### src/rtl/add_pipe_core_if.sv
`timescale 1ns/1ps
`default_nettype none
// ============================================================================
//  Module   : add_pipe_core_if
//  Purpose  : Operand/result bus for add_pipe_core. It carries the operand
//             valid/ready handshake in one direction and the result
//             valid/ready handshake plus the delivered-result counter in the
//             other.
//  Modports : master - drives operands and out_ready (upstream agent/bench)
//             slave  - the adder core
//  Signals  : in_valid/in_ready   operand handshake
//             a, b, cin           operands and carry-in
//             out_valid/out_ready result handshake
//             sum, cout           result value and carry-out
//             res_count           number of results delivered (wraps)
//  Revision : 1.0 - initial release
// ============================================================================
interface add_pipe_core_if #(
  parameter int ADD_WIDTH = 4,
  parameter int CNT_WIDTH = 8
);

  logic                 in_valid;
  logic                 in_ready;
  logic [ADD_WIDTH-1:0] a;
  logic [ADD_WIDTH-1:0] b;
  logic                 cin;
  logic                 out_valid;
  logic                 out_ready;
  logic [ADD_WIDTH-1:0] sum;
  logic                 cout;
  logic [CNT_WIDTH-1:0] res_count;

  modport master (
    output in_valid,
    output a,
    output b,
    output cin,
    output out_ready,
    input  in_ready,
    input  out_valid,
    input  sum,
    input  cout,
    input  res_count
  );

  modport slave (
    input  in_valid,
    input  a,
    input  b,
    input  cin,
    input  out_ready,
    output in_ready,
    output out_valid,
    output sum,
    output cout,
    output res_count
  );

endinterface
`default_nettype wire

### src/rtl/add_pipe_core.sv
`timescale 1ns/1ps
`default_nettype none
// ============================================================================
//  Module   : add_pipe_core
//  Purpose  : Registered two-stage adder. Operand pairs are captured into a
//             stage-1 register under a valid/ready handshake; the registered
//             operands are added (sum + carry-out) and pushed into a 2-entry
//             result queue that drains under its own valid/ready handshake.
//             A counter reports how many results have been delivered.
//  Ports    : clk  - system clock, all state on the rising edge
//             rst  - asynchronous, active-low reset
//             bus  - add_pipe_core_if.slave (operand and result handshakes,
//                    operands, result, delivered-result counter)
//  Options  : ADD_SAT_EN - when defined, a result with carry-out set reports
//             sum as all ones (saturating); cout still reads 1. When
//             undefined the sum is modular.
//  Revision : 1.0 - initial release
// ============================================================================
module add_pipe_core #(
  parameter int ADD_WIDTH = 4,
  parameter int CNT_WIDTH = 8
) (
  input  logic           clk,
  input  logic           rst,
  add_pipe_core_if.slave bus
);

  // --------------------------------------------------------------------------
  // Stage 1: captured operands
  // --------------------------------------------------------------------------
  logic                 r_s1_valid;
  logic [ADD_WIDTH-1:0] r_s1_a;
  logic [ADD_WIDTH-1:0] r_s1_b;
  logic                 r_s1_cin;

  // --------------------------------------------------------------------------
  // Result queue (2 entries, circular) and output-side state
  // --------------------------------------------------------------------------
  logic [ADD_WIDTH-1:0] r_q_sum  [0:1];
  logic                 r_q_cout [0:1];
  logic                 r_wr_ptr;
  logic                 r_rd_ptr;
  logic [1:0]           r_q_count;
  logic [ADD_WIDTH-1:0] r_last_sum;
  logic                 r_last_cout;
  logic [CNT_WIDTH-1:0] r_res_count;

  // --------------------------------------------------------------------------
  // Combinational signals
  // --------------------------------------------------------------------------
  logic [ADD_WIDTH:0]   w_total;
  logic [ADD_WIDTH-1:0] w_res_sum;
  logic                 w_res_cout;
  logic                 w_out_valid;
  logic                 w_push;
  logic                 w_pop;
  logic [1:0]           w_occupancy;
  logic                 w_in_ready;
  logic                 w_accept;

  // Adder is one bit wider than the operands so the carry lands in the MSB.
  assign w_total    = {1'b0, r_s1_a} + {1'b0, r_s1_b} + {{ADD_WIDTH{1'b0}}, r_s1_cin};
  assign w_res_cout = w_total[ADD_WIDTH];

`ifdef ADD_SAT_EN
  assign w_res_sum  = w_total[ADD_WIDTH] ? {ADD_WIDTH{1'b1}} : w_total[ADD_WIDTH-1:0];
`else
  assign w_res_sum  = w_total[ADD_WIDTH-1:0];
`endif

  assign w_out_valid = (r_q_count != 2'd0);
  assign w_pop       = w_out_valid & bus.out_ready;
  // Stage 1 always has room to drain: the occupancy limit below keeps
  // queue_count + s1_valid <= 2, so a valid stage 1 implies queue_count <= 1.
  assign w_push      = r_s1_valid;

  // Everything accepted but not yet delivered.
  assign w_occupancy = r_q_count + {1'b0, r_s1_valid};

  // A pop in the same cycle frees a slot, so a full pipe still accepts while
  // the consumer is draining (sustains one result per cycle). The reset input
  // gates ready directly so nothing is accepted while reset is held.
  assign w_in_ready  = rst & ((w_occupancy < 2'd2) | w_pop);
  assign w_accept    = bus.in_valid & w_in_ready;

  // --------------------------------------------------------------------------
  // Stage-1 register
  // --------------------------------------------------------------------------
  always_ff @(posedge clk or negedge rst) begin
    if (!rst) begin
      r_s1_valid <= 1'b0;
      r_s1_a     <= '0;
      r_s1_b     <= '0;
      r_s1_cin   <= 1'b0;
    end else begin
      r_s1_valid <= w_accept;
      if (w_accept) begin
        r_s1_a   <= bus.a;
        r_s1_b   <= bus.b;
        r_s1_cin <= bus.cin;
      end
    end
  end

  // --------------------------------------------------------------------------
  // Result queue: push from stage 1, pop on the output handshake. Push and pop
  // in the same cycle leave the count unchanged and preserve order because the
  // read and write pointers advance independently.
  // --------------------------------------------------------------------------
  always_ff @(posedge clk or negedge rst) begin
    if (!rst) begin
      for (int i = 0; i < 2; i++) begin
        r_q_sum[i]  <= '0;
        r_q_cout[i] <= 1'b0;
      end
      r_wr_ptr  <= 1'b0;
      r_rd_ptr  <= 1'b0;
      r_q_count <= 2'd0;
    end else begin
      if (w_push) begin
        r_q_sum[r_wr_ptr]  <= w_res_sum;
        r_q_cout[r_wr_ptr] <= w_res_cout;
        r_wr_ptr           <= ~r_wr_ptr;
      end
      if (w_pop) begin
        r_rd_ptr <= ~r_rd_ptr;
      end
      case ({w_push, w_pop})
        2'b10:   r_q_count <= r_q_count + 2'd1;
        2'b01:   r_q_count <= r_q_count - 2'd1;
        default: r_q_count <= r_q_count;
      endcase
    end
  end

  // --------------------------------------------------------------------------
  // Last delivered result (shown while the queue is empty) and the
  // delivered-result counter, which wraps naturally at its width.
  // --------------------------------------------------------------------------
  always_ff @(posedge clk or negedge rst) begin
    if (!rst) begin
      r_last_sum  <= '0;
      r_last_cout <= 1'b0;
      r_res_count <= '0;
    end else if (w_pop) begin
      r_last_sum  <= r_q_sum[r_rd_ptr];
      r_last_cout <= r_q_cout[r_rd_ptr];
      r_res_count <= r_res_count + CNT_WIDTH'(1);
    end
  end

  // --------------------------------------------------------------------------
  // Outputs: the queue head is presented directly, so sum/cout stay stable
  // for as long as the consumer stalls.
  // --------------------------------------------------------------------------
  assign bus.in_ready  = w_in_ready;
  assign bus.out_valid = w_out_valid;
  assign bus.sum       = w_out_valid ? r_q_sum[r_rd_ptr]  : r_last_sum;
  assign bus.cout      = w_out_valid ? r_q_cout[r_rd_ptr] : r_last_cout;
  assign bus.res_count = r_res_count;

endmodule
`default_nettype wire
### src/flat_wrapper.sv
// flat-port wrapper written by rule: the top's interface ports become plain ports
module add_pipe_core_flat 
#(
  parameter int ADD_WIDTH = 4,
  parameter int CNT_WIDTH = 8
)
  (clk, rst, bus_in_valid, bus_a, bus_b, bus_cin, bus_out_ready, bus_in_ready, bus_out_valid, bus_sum, bus_cout, bus_res_count);
  add_pipe_core_if #(.ADD_WIDTH(ADD_WIDTH), .CNT_WIDTH(CNT_WIDTH)) bus_i ();
  input  logic clk;
  input  logic rst;
  input wire logic [$bits(bus_i.in_valid)-1:0] bus_in_valid;
  input wire logic [$bits(bus_i.a)-1:0] bus_a;
  input wire logic [$bits(bus_i.b)-1:0] bus_b;
  input wire logic [$bits(bus_i.cin)-1:0] bus_cin;
  input wire logic [$bits(bus_i.out_ready)-1:0] bus_out_ready;
  output wire logic [$bits(bus_i.in_ready)-1:0] bus_in_ready;
  output wire logic [$bits(bus_i.out_valid)-1:0] bus_out_valid;
  output wire logic [$bits(bus_i.sum)-1:0] bus_sum;
  output wire logic [$bits(bus_i.cout)-1:0] bus_cout;
  output wire logic [$bits(bus_i.res_count)-1:0] bus_res_count;
  assign bus_i.in_valid = bus_in_valid;
  assign bus_i.a = bus_a;
  assign bus_i.b = bus_b;
  assign bus_i.cin = bus_cin;
  assign bus_i.out_ready = bus_out_ready;
  assign bus_in_ready = bus_i.in_ready;
  assign bus_out_valid = bus_i.out_valid;
  assign bus_sum = bus_i.sum;
  assign bus_cout = bus_i.cout;
  assign bus_res_count = bus_i.res_count;
  add_pipe_core #(.ADD_WIDTH(ADD_WIDTH), .CNT_WIDTH(CNT_WIDTH)) u_core (.clk(clk), .rst(rst), .bus(bus_i));
endmodule
### config.mk
export PLATFORM = sky130hd
export DESIGN_NAME = add_pipe_core_flat
export DESIGN_NICKNAME = d
export VERILOG_FILES = /design/src/rtl/add_pipe_core_if.sv /design/src/rtl/add_pipe_core.sv /design/src/flat_wrapper.sv
export SDC_FILE = /design/constraint.sdc
export NUM_CORES = 1
export LEC_CHECK = 0
export ABC_AREA = 1
export BUFFER_PORTS_ARGS = -buffer_cell sky130_fd_sc_hd__buf_4
export CORE_ASPECT_RATIO = 1.5
export CORE_MARGIN = 3
export CORE_UTILIZATION = 25
export CTS_CLUSTER_SIZE = 10
export DETAILED_ROUTE_END_ITERATION = 16
export GPL_ROUTABILITY_DRIVEN = 0
export GPL_TIMING_DRIVEN = 0
export PLACE_DENSITY_LB_ADDON = 0.25
export SETUP_SLACK_MARGIN = 0.15
export SYNTH_ARGS = -nofsm -noshare
export SYNTH_HDL_FRONTEND = slang
export SYNTH_SLANG_ARGS = --single-unit
export TNS_END_PERCENT = 1
### constraint.sdc
create_clock -name clk -period 2.6 [get_ports clk]
set_input_delay 0.52 -clock clk [delete_from_list [all_inputs] [get_ports clk]]
set_output_delay 0.52 -clock clk [all_outputs]
set_load 0.01 [all_outputs]
==> run_summary.xml <==
<?xml version="1.0" encoding="UTF-8"?>
<metrics>
  <group name="run_status">
    <metric name="status" unit="">finished, final reports clean</metric>
  </group>
  <group name="route">
    <metric name="first_iter_violations" unit="">72</metric>
    <metric name="drtAntennaViolNets" unit="">0</metric>
    <metric name="final_routed_wirelength_across_all_metal_layers" unit="µm">3750</metric>
    <metric name="drc_errors" unit="">0</metric>
    <metric name="wl_per_cell" unit="µm">10.7</metric>
    <metric name="avgViaCountPerCell" unit="">4.12</metric>
    <metric name="num_vias" unit="">1446</metric>
    <metric name="drt_pre_antenna_iters" unit="">4</metric>
  </group>
  <group name="timing">
    <metric name="post-route-worst-setup-slack" unit="ps">483</metric>
    <metric name="report.final.hold_viol_count" unit="">0</metric>
    <metric name="setup_repair_after_global_routing_missed_its_margin" unit="">false</metric>
    <metric name="period_share" unit="">0.814</metric>
    <metric name="minimum_period_implied_by_the_final_worst_setup_slack" unit="ps">2120</metric>
    <metric name="setup-tns-final" unit="ps">0</metric>
    <metric name="timing_max_transition_violations_final" unit="">0</metric>
    <metric name="finalSetupViolations" unit="">0</metric>
    <metric name="max_slew_margin" unit="">0.665</metric>
    <metric name="worst-slew-pin-transition" unit="ps">503</metric>
    <metric name="timing.fmax" unit="MHz">472</metric>
    <metric name="worst_clock_skew" unit="ps">3.63</metric>
  </group>
  <group name="grt">
    <metric name="grt_overflow_total" unit="">0</metric>
    <metric name="number_of_antenna_violations_at_the_first_check_in_global_routing" unit="">0</metric>
    <metric name="grt_max_degree" unit="">40</metric>
    <metric name="via_count_of_the_first_global_routing_pass" unit="">1389</metric>
    <metric name="grt_first_pass_wirelength" unit="µm">6630</metric>
    <metric name="grt_usage" unit="">0.0956</metric>
  </group>
  <group name="clock_tree">
    <metric name="clk_latency" unit="ps">290</metric>
    <metric name="clock_tree.htree_level_count" unit="">2</metric>
    <metric name="hold_buffers" unit="">0</metric>
    <metric name="clock_root_cell" unit="">sky130_fd_sc_hd__clkbuf_8</metric>
    <metric name="cts.repair.resized" unit="">0</metric>
    <metric name="cts_tree" unit="">built</metric>
    <metric name="cts.sink_count" unit="">37</metric>
    <metric name="postCtsSetupRepairBufs" unit="">0</metric>
    <metric name="worst_setup_hold_path_clk_slew" unit="ps">70</metric>
    <metric name="cts_made_buffers" unit="">5</metric>
    <metric name="clock_tree.buffer_depth" unit="">2</metric>
  </group>
  <group name="worst_setup_path">
    <metric name="cpPeakStageDelay" unit="ps">410</metric>
    <metric name="crit_path_start" unit="">rst</metric>
    <metric name="crit_path_start_kind" unit="">input port</metric>
    <metric name="critical_path_class" unit="">in2out</metric>
    <metric name="cp_slowest_cell" unit="">sky130_fd_sc_hd__buf_4</metric>
    <metric name="r2r_end" unit="">u_core.r_q_sum[6]$_DFFE_PN0P_</metric>
    <metric name="worstRegToRegCells" unit="">4</metric>
    <metric name="cell_family_with_most_cp_delay" unit="">buffers and inverters</metric>
    <metric name="ff2ff_setup_slack" unit="ps">880</metric>
    <metric name="cp_num_buf_inv" unit="">4</metric>
    <metric name="cp-end-kind" unit="">output pin</metric>
    <metric name="crit-reg2reg-launch" unit="">u_core.r_s1_cin$_DFFE_PN0P_</metric>
    <metric name="critical_path_peak_fanout" unit="">39</metric>
    <metric name="path_cells" unit="">buf_4 -&gt; clkbuf_1 -&gt; nand2_1 -&gt; inv_1 -&gt; buf_4</metric>
    <metric name="timing.critical_path.arrival" unit="ps">1600</metric>
    <metric name="crit_top_cell" unit="">sky130_fd_sc_hd__buf_4</metric>
    <metric name="required" unit="ps">2080</metric>
  </group>
  <group name="yosys">
    <metric name="main_area_contributors_after_synthesis" unit="">sky130_fd_sc_hd__dfrtp_1 49%, sky130_fd_sc_hd__nand2_1 16%, sky130_fd_sc_hd__o21ai_0 4.5%</metric>
    <metric name="synthCells" unit="">217</metric>
    <metric name="post_synth_fa_ha_maj_area_fraction" unit="">0.0541</metric>
    <metric name="synth_most_common_cell" unit="">sky130_fd_sc_hd__nand2_1</metric>
    <metric name="synth-main-ff-cell" unit="">sky130_fd_sc_hd__dfrtp_1</metric>
    <metric name="synth_edf_count" unit="">0</metric>
    <metric name="muxShareOfSynthArea" unit="">0</metric>
    <metric name="syn-cell-area" unit="µm²">1900</metric>
    <metric name="yosys.cell_types.count" unit="">24</metric>
    <metric name="synth-compound-area-share" unit="">0.0594</metric>
    <metric name="synth.yosys.seq_area_share" unit="">0.488</metric>
    <metric name="synth_top_area_cell" unit="">sky130_fd_sc_hd__dfrtp_1</metric>
    <metric name="post_synth_most_frequent_cells" unit="">81 x sky130_fd_sc_hd__nand2_1, 37 x sky130_fd_sc_hd__dfrtp_1, 18 x sky130_fd_sc_hd__inv_1</metric>
    <metric name="synth.net_count" unit="">237</metric>
    <metric name="synth.yosys.warnings" unit="">0</metric>
    <metric name="synth-simple-area-share" unit="">0.289</metric>
    <metric name="yosys.area_share.xor_xnor" unit="">0.0409</metric>
    <metric name="synth.avg_cell_area" unit="µm²">8.74</metric>
    <metric name="yosys_register_bits" unit="">37</metric>
    <metric name="share_of_flip_flops_with_an_asynchronous_set_or_reset_after_synthesis" unit="">1.00</metric>
    <metric name="synth_top_family_by_area" unit="">simple AND/OR/NAND/NOR gates</metric>
    <metric name="synth_top_cell_area_share" unit="">0.488</metric>
  </group>
  <group name="floorplanning">
    <metric name="fp.dieArea" unit="µm²">8690</metric>
    <metric name="floorplan.initialDensity" unit="">0.259</metric>
    <metric name="top_level_ports" unit="">28</metric>
    <metric name="rows" unit="">38</metric>
    <metric name="die_h" unit="µm">113</metric>
    <metric name="floorplan.core_area" unit="µm²">7320</metric>
    <metric name="die_width" unit="µm">77.1</metric>
  </group>
  <group name="pwr">
    <metric name="pwr-share-seq" unit="">0.383</metric>
    <metric name="netSwitchingFraction" unit="">0.397</metric>
    <metric name="p_int" unit="mW">1.55</metric>
    <metric name="cellPowerDensity" unit="nW/µm²">1110</metric>
    <metric name="max-vdd-ir-drop" unit="mV">0.342</metric>
    <metric name="power_frac_clock" unit="">0.174</metric>
    <metric name="static-leakage-power" unit="nW">1.18</metric>
    <metric name="netSwitchingPower" unit="mW">1.02</metric>
    <metric name="p_comb_frac" unit="">0.443</metric>
  </group>
  <group name="layout">
    <metric name="num-fill-cells" unit="">816</metric>
    <metric name="fin_util" unit="">0.317</metric>
    <metric name="finalInstanceArea" unit="µm²">2320</metric>
    <metric name="layout.cells.non_filler" unit="">351</metric>
    <metric name="nNetsFinal" unit="">270</metric>
    <metric name="diodes" unit="">0</metric>
    <metric name="signed_area_change_from_the_synthesized_netlist_to_the_final_layout" unit="%">22.2</metric>
    <metric name="drive_gt1_frac" unit="">0.203</metric>
  </group>
  <group name="worst_hold_path">
    <metric name="hp-class" unit="">in2async</metric>
  </group>
  <group name="place">
    <metric name="placed_area" unit="µm²">2220</metric>
    <metric name="detailedPlacementHpwl" unit="µm">2790</metric>
    <metric name="buffer_ports.inserted" unit="">26</metric>
    <metric name="dpl.cell_count" unit="">343</metric>
    <metric name="post-place-ws" unit="ps">428</metric>
  </group>
  <group name="job">
    <metric name="drv.max_cap_violation_count" unit="">0</metric>
  </group>
</metrics>
[routing by layer]
metal | vias to the layer above | share of wire | GRT usage
li1 | 756 | - | -
met1 | 649 | 0.42 | 0.107
met2 | 35 | 0.52 | 0.171
met3 | 6 | 0.046 | 0.0257
met4 | 0 | 0.017 | 0.0356
met5 | - | 0 | 0
[registers in the layout, summed over array words and instances (netlist names), 2 cells and up]
| signal | flops |
|---|---|
| u_core.bus.res_count | 8 |
| u_core.r_q_sum | 8 |
| u_core.r_last_sum | 4 |
| u_core.r_s1_a | 4 |
| u_core.r_s1_b | 4 |
| u_core.r_q_count | 2 |
| u_core.r_q_cout | 2 |
[worst max-delay path by stage]
stage / slack [ps] / to / depth (start not counted)
after global placement: 450 / bus_in_ready / 5
after CTS: 430 / bus_in_ready / 5
after detailed placement: 430 / bus_in_ready / 5
final: 480 / bus_in_ready / 5
after floorplan: 990 / u_core.r_q_count[1]$_DFFE_PN0P_ / 7
after global routing: 320 / bus_in_ready / 5
[cell type report]
class / instances / area, µm² / area share
Multi-Input combinational cell: 153 / 841 / 0.363
Sequential cell: 37 / 926 / 0.399
Timing Repair Buffer: 26 / 195 / 0.0842
Inverter: 20 / 75.1 / 0.0324
Buffer: 7 / 55.1 / 0.0237
Tap cell: 100 / 125 / 0.0540
Clock inverter: 1 / 5.00 / 0.00216
Clock buffer: 7 / 96.3 / 0.0416
[metrics by stage]
stage / hold slack, ps / total power, mW
floorplan: 224 / 1.76
CTS: 214 / 2.62
global placement: 459 / 2.14
detailed placement: 470 / 2.16
global route: 227 / 2.83
finish: 197 / 2.57
[cells in the final DEF, fill, tap and decap left out, drive strengths merged, types with 2 or more instances in the layout]
cell type / synthesis / routed
nand3: 10 / 10
nand2: 83 / 83
dfrtp: 37 / 37
inv: 20 / 20
clkbuf: 1 / 8
a21oi: 3 / 3
o21ai: 17 / 17
ha: 5 / 5
nand4: 13 / 13
nor2: 9 / 9
xor2: 4 / 4
xnor2: 4 / 4
a31oi: 2 / 2
buf: 6 / 32
fa: 2 / 2
[kinds of logic (layout without fill, tap and decap cells)]
kind of cell,count (synthesis),after routing
flip-flops,37,37
buffers and inverters,27,61
XOR/XNOR,8,8
adder cells (fa/ha/maj),7,7
AND/OR/NAND/NOR,116,116
AO/OA/AOI/OAI,22,22
[power groups by stage]
stage / combinational (mW) / sequential, mW / clock (mW)
after floorplan: 0.783 / 0.979 / 0
after global placement: 1.15 / 0.989 / 0
after detailed placement: 1.16 / 0.997 / 0
after CTS: 1.17 / 0.986 / 0.468
after global routing: 1.32 / 1.02 / 0.488
final: 1.14 / 0.984 / 0.447
No activity file was read; power rests on OpenSTA's default activity.
